[src/rtl/sonar_event_arbiter.sv]
`default_nettype none
`timescale 1ns/1ps
// ============================================================================
// Module   : sonar_event_arbiter
// Brief    : Round-robin capture of sonar comparator rises into a timestamped
//            event FIFO, drained by the CPU over the per-slave Wishbone bus.
// Revision : 1.0 - initial release
// ============================================================================
module sonar_event_arbiter #(
    parameter int N_CH       = 15,
    parameter int FIFO_DEPTH = 8,
    parameter int TS_W       = 16
) (
    input  logic            wb_clk_i,
    input  logic            wb_rst_i,
    input  logic            ce_pcm,
    input  logic            mclear,
    input  logic [N_CH-1:0] cmp,
    input  logic            wb_valid_i,
    input  logic [3:0]      wbs_adr_i,
    input  logic [15:0]     wbs_dat_i,
    input  logic            wbs_strb_i,
    output logic            wbs_ack_o,
    output logic [15:0]     wbs_dat_o,
    output logic            irq_o
);

    localparam int             c_AW      = (FIFO_DEPTH > 1) ? $clog2(FIFO_DEPTH) : 1;
    localparam logic [c_AW-1:0] c_PTR_ONE = c_AW'(1);
    localparam logic [TS_W-1:0] c_TS_ONE  = TS_W'(1);

    localparam logic [3:0] c_ADR_CTRL   = 4'd0;
    localparam logic [3:0] c_ADR_MASK   = 4'd1;
    localparam logic [3:0] c_ADR_STATUS = 4'd2;
    localparam logic [3:0] c_ADR_EVT_CH = 4'd3;
    localparam logic [3:0] c_ADR_EVT_TS = 4'd4;
    localparam logic [3:0] c_ADR_TS_NOW = 4'd5;

    logic            r_en;
    logic [N_CH-1:0] r_mask;
    logic [N_CH-1:0] r_cmp_q;
    logic [N_CH-1:0] r_pend;
    logic            r_lost;
    logic [TS_W-1:0] r_ts;
    logic [3:0]      r_rr;
    logic [4:0]      r_count;
    logic [c_AW-1:0] r_wr_ptr;
    logic [c_AW-1:0] r_rd_ptr;
    logic [3:0]      r_mem_ch [FIFO_DEPTH];
    logic [TS_W-1:0] r_mem_ts [FIFO_DEPTH];

    logic            w_acc;
    logic            w_wr;
    logic            w_rd;
    logic            w_empty;
    logic            w_full;
    logic            w_pop;
    logic            w_push;
    logic            w_ts_clr;
    logic            w_lost_clr;
    logic            w_lost_set;
    logic [N_CH-1:0] w_rise;
    logic [N_CH-1:0] w_clr_oh;
    logic [N_CH-1:0] w_pend_nxt;
    logic            w_gnt_vld;
    logic [3:0]      w_gnt_idx;
    logic [4:0]      w_idx;
    logic [3:0]      w_head_ch;
    logic [TS_W-1:0] w_head_ts;
    logic [15:0]     w_rdata;
    logic            w_unused;

    assign w_unused   = &{1'b0, wbs_dat_i};

    // An access is accepted only on the cycle ack is about to rise, so a held
    // valid produces one transfer every other cycle.
    assign w_acc      = wb_valid_i & ~wbs_ack_o;
    assign w_wr       = w_acc & wbs_strb_i;
    assign w_rd       = w_acc & ~wbs_strb_i;

    assign w_empty    = (r_count == 5'd0);
    assign w_full     = (r_count == 5'(FIFO_DEPTH));
    assign w_pop      = w_rd & (wbs_adr_i == c_ADR_EVT_TS) & ~w_empty;
    assign w_ts_clr   = w_wr & (wbs_adr_i == c_ADR_CTRL) & wbs_dat_i[1];
    assign w_lost_clr = w_wr & (wbs_adr_i == c_ADR_STATUS) & wbs_dat_i[10];

    assign w_rise     = cmp & ~r_cmp_q & r_mask & {N_CH{r_en}};
    assign w_push     = w_gnt_vld & ~w_full;

    assign w_head_ch  = r_mem_ch[r_rd_ptr];
    assign w_head_ts  = r_mem_ts[r_rd_ptr];

    // Walk downward so the nearest pending channel after r_rr is assigned last.
    always_comb begin
        w_gnt_vld = 1'b0;
        w_gnt_idx = 4'd0;
        w_idx     = 5'd0;
        for (int k = N_CH; k >= 1; k--) begin
            w_idx = {1'b0, r_rr} + 5'(k);
            if (w_idx >= 5'(N_CH)) begin
                w_idx = w_idx - 5'(N_CH);
            end
            if (r_pend[w_idx[3:0]]) begin
                w_gnt_vld = 1'b1;
                w_gnt_idx = w_idx[3:0];
            end
        end
    end

    always_comb begin
        w_clr_oh = '0;
        for (int i = 0; i < N_CH; i++) begin
            w_clr_oh[i] = w_push & (w_gnt_idx == 4'(i));
        end
    end

    // A rise coinciding with its own grant re-arms pend rather than counting as lost.
    assign w_pend_nxt = (r_pend & ~w_clr_oh) | w_rise;
    assign w_lost_set = |(w_rise & r_pend & ~w_clr_oh);

    always_comb begin
        w_rdata = 16'd0;
        case (wbs_adr_i)
            c_ADR_CTRL:   w_rdata = {15'd0, r_en};
            c_ADR_MASK:   w_rdata = 16'(r_mask);
            c_ADR_STATUS: w_rdata = {5'd0, r_lost, w_full, w_empty, 3'd0, r_count};
            c_ADR_EVT_CH: w_rdata = {~w_empty, 11'd0, w_head_ch};
            c_ADR_EVT_TS: w_rdata = w_empty ? 16'd0 : 16'(w_head_ts);
            c_ADR_TS_NOW: w_rdata = 16'(r_ts);
            default:      w_rdata = 16'd0;
        endcase
    end

    always_ff @(posedge wb_clk_i) begin
        if (wb_rst_i) begin
            r_en     <= 1'b0;
            r_mask   <= '1;
            r_cmp_q  <= '0;
            r_pend   <= '0;
            r_lost   <= 1'b0;
            r_ts     <= '0;
            r_rr     <= 4'(N_CH - 1);
            r_count  <= 5'd0;
            r_wr_ptr <= '0;
            r_rd_ptr <= '0;
        end else begin
            r_cmp_q <= cmp;
            if (w_wr && (wbs_adr_i == c_ADR_CTRL)) begin
                r_en <= wbs_dat_i[0];
            end
            if (w_wr && (wbs_adr_i == c_ADR_MASK)) begin
                r_mask <= wbs_dat_i[N_CH-1:0];
            end
            if (w_push && !mclear) begin
                r_rr <= w_gnt_idx;
            end
            if (mclear) begin
                r_pend   <= '0;
                r_lost   <= 1'b0;
                r_ts     <= '0;
                r_count  <= 5'd0;
                r_wr_ptr <= '0;
                r_rd_ptr <= '0;
            end else begin
                r_pend <= w_pend_nxt;
                if (w_lost_set) begin
                    r_lost <= 1'b1;
                end else if (w_lost_clr) begin
                    r_lost <= 1'b0;
                end
                if (w_ts_clr) begin
                    r_ts <= '0;
                end else if (ce_pcm) begin
                    r_ts <= r_ts + c_TS_ONE;
                end
                if (w_push) begin
                    r_wr_ptr <= r_wr_ptr + c_PTR_ONE;
                end
                if (w_pop) begin
                    r_rd_ptr <= r_rd_ptr + c_PTR_ONE;
                end
                case ({w_push, w_pop})
                    2'b10:   r_count <= r_count + 5'd1;
                    2'b01:   r_count <= r_count - 5'd1;
                    default: r_count <= r_count;
                endcase
            end
        end
    end

    always_ff @(posedge wb_clk_i) begin
        if (w_push) begin
            r_mem_ch[r_wr_ptr] <= w_gnt_idx;
            r_mem_ts[r_wr_ptr] <= r_ts;
        end
    end

    always_ff @(posedge wb_clk_i) begin
        if (wb_rst_i) begin
            wbs_ack_o <= 1'b0;
            wbs_dat_o <= 16'd0;
            irq_o     <= 1'b0;
        end else begin
            wbs_ack_o <= w_acc;
            if (w_acc) begin
                wbs_dat_o <= w_rdata;
            end
            irq_o <= r_en & ~w_empty;
        end
    end

endmodule
`default_nettype wire
[config.mk]
export PLATFORM = sky130hd
export DESIGN_NAME = sonar_event_arbiter
export DESIGN_NICKNAME = d
export VERILOG_FILES = /design/src/rtl/sonar_event_arbiter.sv
export SDC_FILE = /design/constraint.sdc
export NUM_CORES = 1
export LEC_CHECK = 0
export ABC_AREA = 1
export CORE_MARGIN = 2
export CORE_UTILIZATION = 30
export CTS_CLUSTER_SIZE = 8
export DETAILED_ROUTE_END_ITERATION = 6
export DONT_BUFFER_PORTS = 1
export HOLD_SLACK_MARGIN = 0.15
export PLACE_DENSITY = 0.53
export SYNTH_ARGS = -nofsm -noshare
export SYNTH_HDL_FRONTEND = slang
export SYNTH_SLANG_ARGS = --single-unit
[constraint.sdc]
create_clock -name wb_clk_i -period 10.2 [get_ports wb_clk_i]
set_clock_uncertainty 0.15 [all_clocks]
set_input_delay 2.04 -clock wb_clk_i [delete_from_list [all_inputs] [get_ports wb_clk_i]]
set_output_delay 2.04 -clock wb_clk_i [all_outputs]
set_load 0.02 [all_outputs]
## Word level (Yosys, flattened, before mapping)

Memory sizes are Yosys's and may differ from the RTL's. A register that Yosys moved wholly into a read port is not among the register bits.
Index checks and enable logic that the tools add are counted.

| storage, ports and cells | value |
|---|---|
| memories | 2 |
| output and inout bits | 18 |
| word-level logic and storage cells | 239 |
| flip-flop bits (word level) | 96 |
| bits in writable memories | 160 |

| operators by class | value |
|---|---|
| eq/ne operators | 22 |
| reductions and logical operators | 12 |
| bitwise logic cells | 39 |
| $add $sub $neg | 35 |
| multiplexer cells | 86 |
| magnitude comparators | 30 |

Memories:

| memory | words | width | read ports | clocked after Yosys merged registers in | wr ports | RTL line | source |
|---|---|---|---|---|---|---|---|
| r_mem_ts | 8 | 16 | 1 | 1 | 1 | 50 | `logic [TS_W-1:0] r_mem_ts [FIFO_DEPTH];` |
| r_mem_ch | 8 | 4 | 1 | 1 | 1 | 49 | `logic [3:0] r_mem_ch [FIFO_DEPTH];` |

Operator list:

| cell | count |
|---|---|
| 4-bit 2-to-1 mux | 30 |
| 16-bit case mux with 6 select lines | 1 |
| 15-bit AND | 6 |
| 5-bit by 4-bit >= comparator with 1-bit output (second input constant) | 15 |
| 4-bit by 5-bit < comparator with 1-bit output (second input constant) | 15 |
| 1-bit binary-select mux with 4-bit select | 15 |
| 4-bit subtractor (second input constant) | 15 |
| 4-bit by 4-bit adder with 5-bit output (second input constant) | 8 |
| 1-bit 2-to-1 mux | 34 |
| 15-bit inverter | 2 |
| 4-bit == test (second input constant) | 7 |
| 1-bit AND | 26 |
| 4-bit by 3-bit == test with 1-bit output (second input constant) | 6 |
| 4-bit by 3-bit adder with 5-bit output (second input constant) | 4 |
| 16-bit by 1-bit adder with 16-bit output (second input constant) | 1 |
| 4-bit by 2-bit == test with 1-bit output (second input constant) | 4 |
| 16-bit 2-to-1 mux | 1 |
| 15-bit OR | 1 |
| 15-bit OR reduction | 1 |
| 3-bit 2-to-1 mux | 4 |
| 4-bit by 2-bit adder with 5-bit output (second input constant) | 2 |
| 5-bit case mux with 2 select lines | 1 |
| 4-bit by 1-bit == test with 1-bit output (second input constant) | 2 |
| 4-bit logical NOT | 2 |
| other kinds (14) | 21 |

## Longest topological paths before layout

| depth | value |
|---|---|
| depth after elaboration | 26 |
| gate-level depth with buffers | 43 |

## Worst setup path before layout

Ideal clock, no wire load.

| path | value |
|---|---|
| kind | input-to-reg |
| start | input port wb_valid_i |
| end | register r_count[4] |
| data arrival time | 4.420 ns |
| buffers on the path | 0 |
| required time | 9.980 ns |
| library setup time | 0.070 ns |
| stages on the path | 12 |
| setup slack | 5.560 ns |
| cells stage by stage | inv_1 nor2_1 clkinv_1 nor3_1 ha_1 ha_1 a21o_1 a31oi_1 nor2_1 nor3_1 o21ai_0 a21oi_1 |

| between the ends | value |
|---|---|
| longest elaborated chain between the ends | 6 |
| elaborated cells between the ends (all ways) | 8 |
| classes of those cells | eq/ne (2); mux (1); bitwise (4); reduce/logical (1) |

RTL lines:

| what | RTL line | source |
|---|---|---|
| from (decl) | 19 | `input logic wb_valid_i,` |
| 1-bit AND * | 77 | `assign w_acc = wb_valid_i & ~wbs_ack_o;` |
| 1-bit AND * | 79 | `assign w_rd = w_acc & ~wbs_strb_i;` |
| 1-bit AND * (2 in a row) | 83 | `assign w_pop = w_rd & (wbs_adr_i == c_ADR_EVT_TS) & ~w_empty;` |
| named net w_pop | 57 | `logic w_pop;` |
| 2-bit by 1-bit == test with 1-bit output / 2-bit == test (equally long branches) | 182 | `case ({w_push, w_pop})` |
| 5-bit case mux with 2 select lines / 2-bit nonzero test (equally long branches) | -- |  |
| to (signal assigned) | 183 | `2'b10: r_count <= r_count + 5'd1;` |
| to (signal assigned) | 184 | `2'b01: r_count <= r_count - 5'd1;` |
| to (signal assigned) | 185 | `default: r_count <= r_count;` |
| to (decl) | 46 | `logic [4:0] r_count;` |

The timed path passes the listed nets; every way through them passes the cells marked *.
A chain may end at the register's enable or synchronous reset.

## Worst setup path in the final report

| path | value |
|---|---|
| start | register r_rr[1] |
| end | register r_count[4] |

| between the ends | value |
|---|---|
| longest elaborated chain between the ends | 23 |
| elaborated cells between the ends (all ways) | 110 |
| classes of those cells | add/sub (30); order compare (15); eq/ne (2); mux (61); bitwise (1); reduce/logical (1) |

RTL lines:

| what | RTL line | source |
|---|---|---|
| from (decl) | 45 | `logic [3:0] r_rr;` |
| from (signal assigned) | 142 | `r_rr <= 4'(N_CH - 1);` |
| from (signal assigned) | 155 | `r_rr <= w_gnt_idx;` |
| 4-bit by 4-bit adder with 5-bit output | 99 | `w_idx = {1'b0, r_rr} + 5'(k);` |
| 4-bit subtractor / 5-bit by 4-bit >= comparator with 1-bit output (equally long branches) | 101, 100 |  |
| 4-bit 2-to-1 mux | 100 | `if (w_idx >= 5'(N_CH)) begin` |
| 1-bit binary-select mux with 4-bit select | 103 | `if (r_pend[w_idx[3:0]]) begin` |
| 1-bit 2-to-1 mux (not written as such) | 103 |  |
| 1-bit 2-to-1 mux (14 in a row) | 103 |  |
| 1-bit 2-to-1 mux * | 103 |  |
| 1-bit AND * | 88 | `assign w_push = w_gnt_vld & ~w_full;` |
| 2-bit by 1-bit == test with 1-bit output / 2-bit == test (equally long branches) | 182 |  |
| 5-bit case mux with 2 select lines / 2-bit nonzero test (equally long branches) | -- |  |

Mark *: on every way between the ends. The rest lies on a longest branch, timed or not. The select of a mux whose other input is x is not followed.

==> impl_metrics.prom <==
# TYPE chip_impl_metric gauge
chip_impl_metric{name="timing_worst_slew_pin_value",unit="ns"} 1.13
chip_impl_metric{name="post_drt_via_cell_ratio",unit=""} 5.34
chip_impl_metric{name="grt_remaining_overflow",unit=""} 0
chip_impl_metric{name="dpl.hpwl",unit="um"} 35700
chip_impl_metric{name="final_cell_count_no_fill",unit=""} 2594
chip_impl_metric{name="finalCritPeriodShare",unit=""} 0.639
chip_impl_metric{name="num_io_pins",unit=""} 59
chip_impl_metric{name="fp.dieArea",unit="um2"} 51800
chip_impl_info{name="ys.flop_type",value="edfxtp_1"} 1
chip_impl_metric{name="grt_pass1_vias",unit=""} 13000
chip_impl_metric{name="timing.setup.tns",unit="ns"} 0
chip_impl_metric{name="fillCellCount",unit=""} 5201
chip_impl_info{name="crit_type",value="register to register"} 1
chip_impl_metric{name="number_of_cells_in_the_design_after_placement",unit=""} 2531
chip_impl_metric{name="final.min_clock_period",unit="ns"} 6.52
chip_impl_metric{name="cts-htree-levels",unit=""} 2
chip_impl_metric{name="critical_path_arrival",unit="ns"} 6.82
chip_impl_metric{name="final.setup.worst_slack",unit="ns"} 3.68
chip_impl_metric{name="timing.max_cap.violations",unit=""} 0
chip_impl_metric{name="routedWlPerCell",unit="um"} 20.0
chip_impl_metric{name="post_cts_resized",unit=""} 0
chip_impl_metric{name="fmax",unit="MHz"} 153
chip_impl_metric{name="synth_cells",unit=""} 1924
chip_impl_metric{name="core_region_area",unit="um2"} 49200
chip_impl_metric{name="clk_pin_slew",unit="ns"} 0.05
chip_impl_info{name="rsz_0062_raised_after_global_routing",value="no"} 1
chip_impl_metric{name="critical_path_peak_fanout",unit=""} 14
chip_impl_info{name="critPathCaptureType",value="register"} 1
chip_impl_metric{name="cts_hold_buf",unit=""} 0
chip_impl_metric{name="grt_antenna_before_repair",unit=""} 0
chip_impl_metric{name="ys_seq_area_frac",unit=""} 0.453
chip_impl_info{name="layout.cells.most_common",value="nand2_1"} 1
chip_impl_info{name="mostFrequentLayoutCells",value="398 x nand2_1, 208 x nor2_1, 207 x nand3_1"} 1
chip_impl_metric{name="first_pass_grt_wire_length",unit="um"} 78800
chip_impl_metric{name="totalWireLength",unit="um"} 51800
chip_impl_metric{name="numClockSinks",unit=""} 259
chip_impl_metric{name="detail_route.drc_violations",unit=""} 9
chip_impl_metric{name="relSlewSlack",unit=""} 0.243
chip_impl_metric{name="place.gp.congestion",unit=""} 0.927
chip_impl_metric{name="die-width",unit="um"} 228
chip_impl_metric{name="total_setup_buffers_inserted_after_cts",unit=""} 0
chip_impl_metric{name="final_util",unit=""} 0.341
chip_impl_metric{name="grtUsageTotal",unit=""} 0.200
chip_impl_metric{name="synth_edf_count",unit=""} 160
chip_impl_metric{name="synth_cell_type_count",unit=""} 61
chip_impl_info{name="tritoncts_clock_tree",value="yes"} 1
chip_impl_metric{name="fp-row-count",unit=""} 81
chip_impl_metric{name="critical-path-max-stage-delay",unit="ns"} 0.90
chip_impl_metric{name="antennaDiodeCount",unit=""} 0
chip_impl_metric{name="multiInputGateArea",unit="um2"} 7210
chip_impl_metric{name="clk_latency",unit="ns"} 0.53
chip_impl_metric{name="clock_path_buffers",unit=""} 3
chip_impl_metric{name="synth-async-reset-ratio",unit=""} 0
chip_impl_info{name="violations",value="DRC"} 1
chip_impl_metric{name="setup_viol",unit=""} 0
chip_impl_metric{name="timing.critical_path.required",unit="ns"} 10.50
chip_impl_metric{name="mappedNetlistArea",unit="um2"} 15000
chip_impl_info{name="path_common_cell",value="inv_1"} 1
chip_impl_metric{name="die-height",unit="um"} 228
chip_impl_metric{name="drive_gt1_frac",unit=""} 0.0860
chip_impl_metric{name="drt_iter0_markers",unit=""} 1394
chip_impl_metric{name="yosysWarnings",unit=""} 0
chip_impl_metric{name="first_pass_iters",unit=""} 7
chip_impl_metric{name="syn_area_per_cell",unit="um2"} 7.79
chip_impl_metric{name="regArea",unit="um2"} 6790
chip_impl_metric{name="finalMaxSlewViolations",unit=""} 0
chip_impl_metric{name="num-nets-final",unit=""} 1972
chip_impl_info{name="ctsRootBufferMaster",value="clkbuf_16"} 1
chip_impl_info{name="worst_path_max_delay_cell",value="ha_1"} 1
chip_impl_metric{name="via_count",unit=""} 13900
chip_impl_info{name="critPathLaunchType",value="register"} 1
chip_impl_metric{name="area_growth",unit="%"} 11.8
chip_impl_metric{name="cts_inserted_buffers",unit=""} 38
chip_impl_metric{name="buffer_ports.inserted",unit=""} 0
chip_impl_metric{name="final-hold-violation-count",unit=""} 0
chip_impl_metric{name="dp_slack",unit="ns"} 3.83
chip_impl_metric{name="grt_start_max_net_pins",unit=""} 81
chip_impl_metric{name="synth.net_count",unit=""} 1989
chip_impl_info{name="status",value="finished, violations left"} 1
chip_impl_info{name="min_path_type",value="register to register"} 1
chip_impl_metric{name="effective_utilization_at_floorplan",unit=""} 0.305
chip_impl_metric{name="synth.ff_latch_count",unit=""} 259
chip_impl_metric{name="ant_nets",unit=""} 0
## final timing paths
path                            start                 endpoint  slack (ns)  cells past startpoint
min          r_rd_ptr[2]$_SDFFE_PP0P_                 register        0.30                      2
min reg2reg  r_rd_ptr[2]$_SDFFE_PP0P_                 register        0.30                      2
max reg2reg      r_rr[1]$_SDFFE_PP1P_  r_count[4]$_SDFFE_PP0P_        3.68                     26
max              r_rr[1]$_SDFFE_PP1P_  r_count[4]$_SDFFE_PP0P_        3.68                     26
## synthesized netlist by cell type, types with 3 or more instances
cell	n	area, um2
nand2_1	398	1490
nor2_1	216	811
nand3_1	207	1040
o21ai_0	161	806
edfxtp_1	160	4800
inv_1	151	567
a21oi_1	130	651
dfxtp_1	99	1980
clkbuf_1	60	225
o211ai_1	49	368
o221ai_1	36	315
nand2_2	33	206
ha_1	23	288
o21ai_1	23	115
nor3_1	20	100
inv_2	18	67.6
o22ai_1	13	81.3
clkinv_1	12	45.0
nand3_2	9	90.1
xor2_1	9	78.8
nand2_4	8	90.1
a31oi_1	7	43.8
buf_2	7	35.0
buf_4	6	45.0
nand4_1	5	31.3
nor2_4	5	56.3
o21ai_2	5	43.8
o2111ai_1	4	35.0
a221oi_1	3	26.3
inv_4	3	18.8
nor4_1	3	18.8
xnor2_1	3	26.3
## routing by layer
layer | share of wire | global-route usage
met1 | 0.45 | 0.277
met2 | 0.46 | 0.325
met4 | 0.025 | 0.0595
met3 | 0.065 | 0.0288
met5 | 0 | 0
## logic make-up after synthesis
logic type	synth area share
adders and majority gates	0.0205
and+or+nand+nor	0.269
xor gates and xnor gates	0.0118
buffers and inverters	0.0679
AOI/OAI and AO/OA	0.178
DFF	0.453
## sequential cells by signal, summed over array words and instances, names as in the netlist, named ones only
signal,flops
irq_o,1
r_lost,1
r_mem_ch,32
r_en,1
wbs_dat_o,16
r_mem_ts,128
r_pend,15
r_rd_ptr,3
r_count,5
r_wr_ptr,3
wbs_ack_o,1
r_rr,4
r_ts,16
r_mask,15
r_cmp_q,15
## layout make-up
class	count	share of cell area
multi-input combinational	1406	0.430
clock buffer	61	0.0632
inverter	184	0.0417
timing repair buffer	18	0.00806
sequential	259	0.405
tap	664	0.0496
clock inverter	2	0.00231
## worst max-delay path: cells and delay by family, from the launching register on
family,cells,cell delay (ns)
flip-flops,1,0.63
AO/OA/AOI/OAI,5,0.92
buffers and inverters,5,0.88
adder cells (fa/ha/maj),3,1.59
AND/OR/NAND/NOR,13,2.23
## through the flow
step | hold WS [ns] | cell area, um2
4_1_cts | 0.300 | 16800
3_5_place_dp | 0.299 | 15700
2_1_floorplan | 0.272 | 15000
5_1_grt | 0.334 | 16800
6_report | 0.302 | 16800
3_3_place_gp | 0.299 | 15700
Power is not shown: default switching activity piles up to over one toggle a cycle in this logic, so the estimate is an artifact.
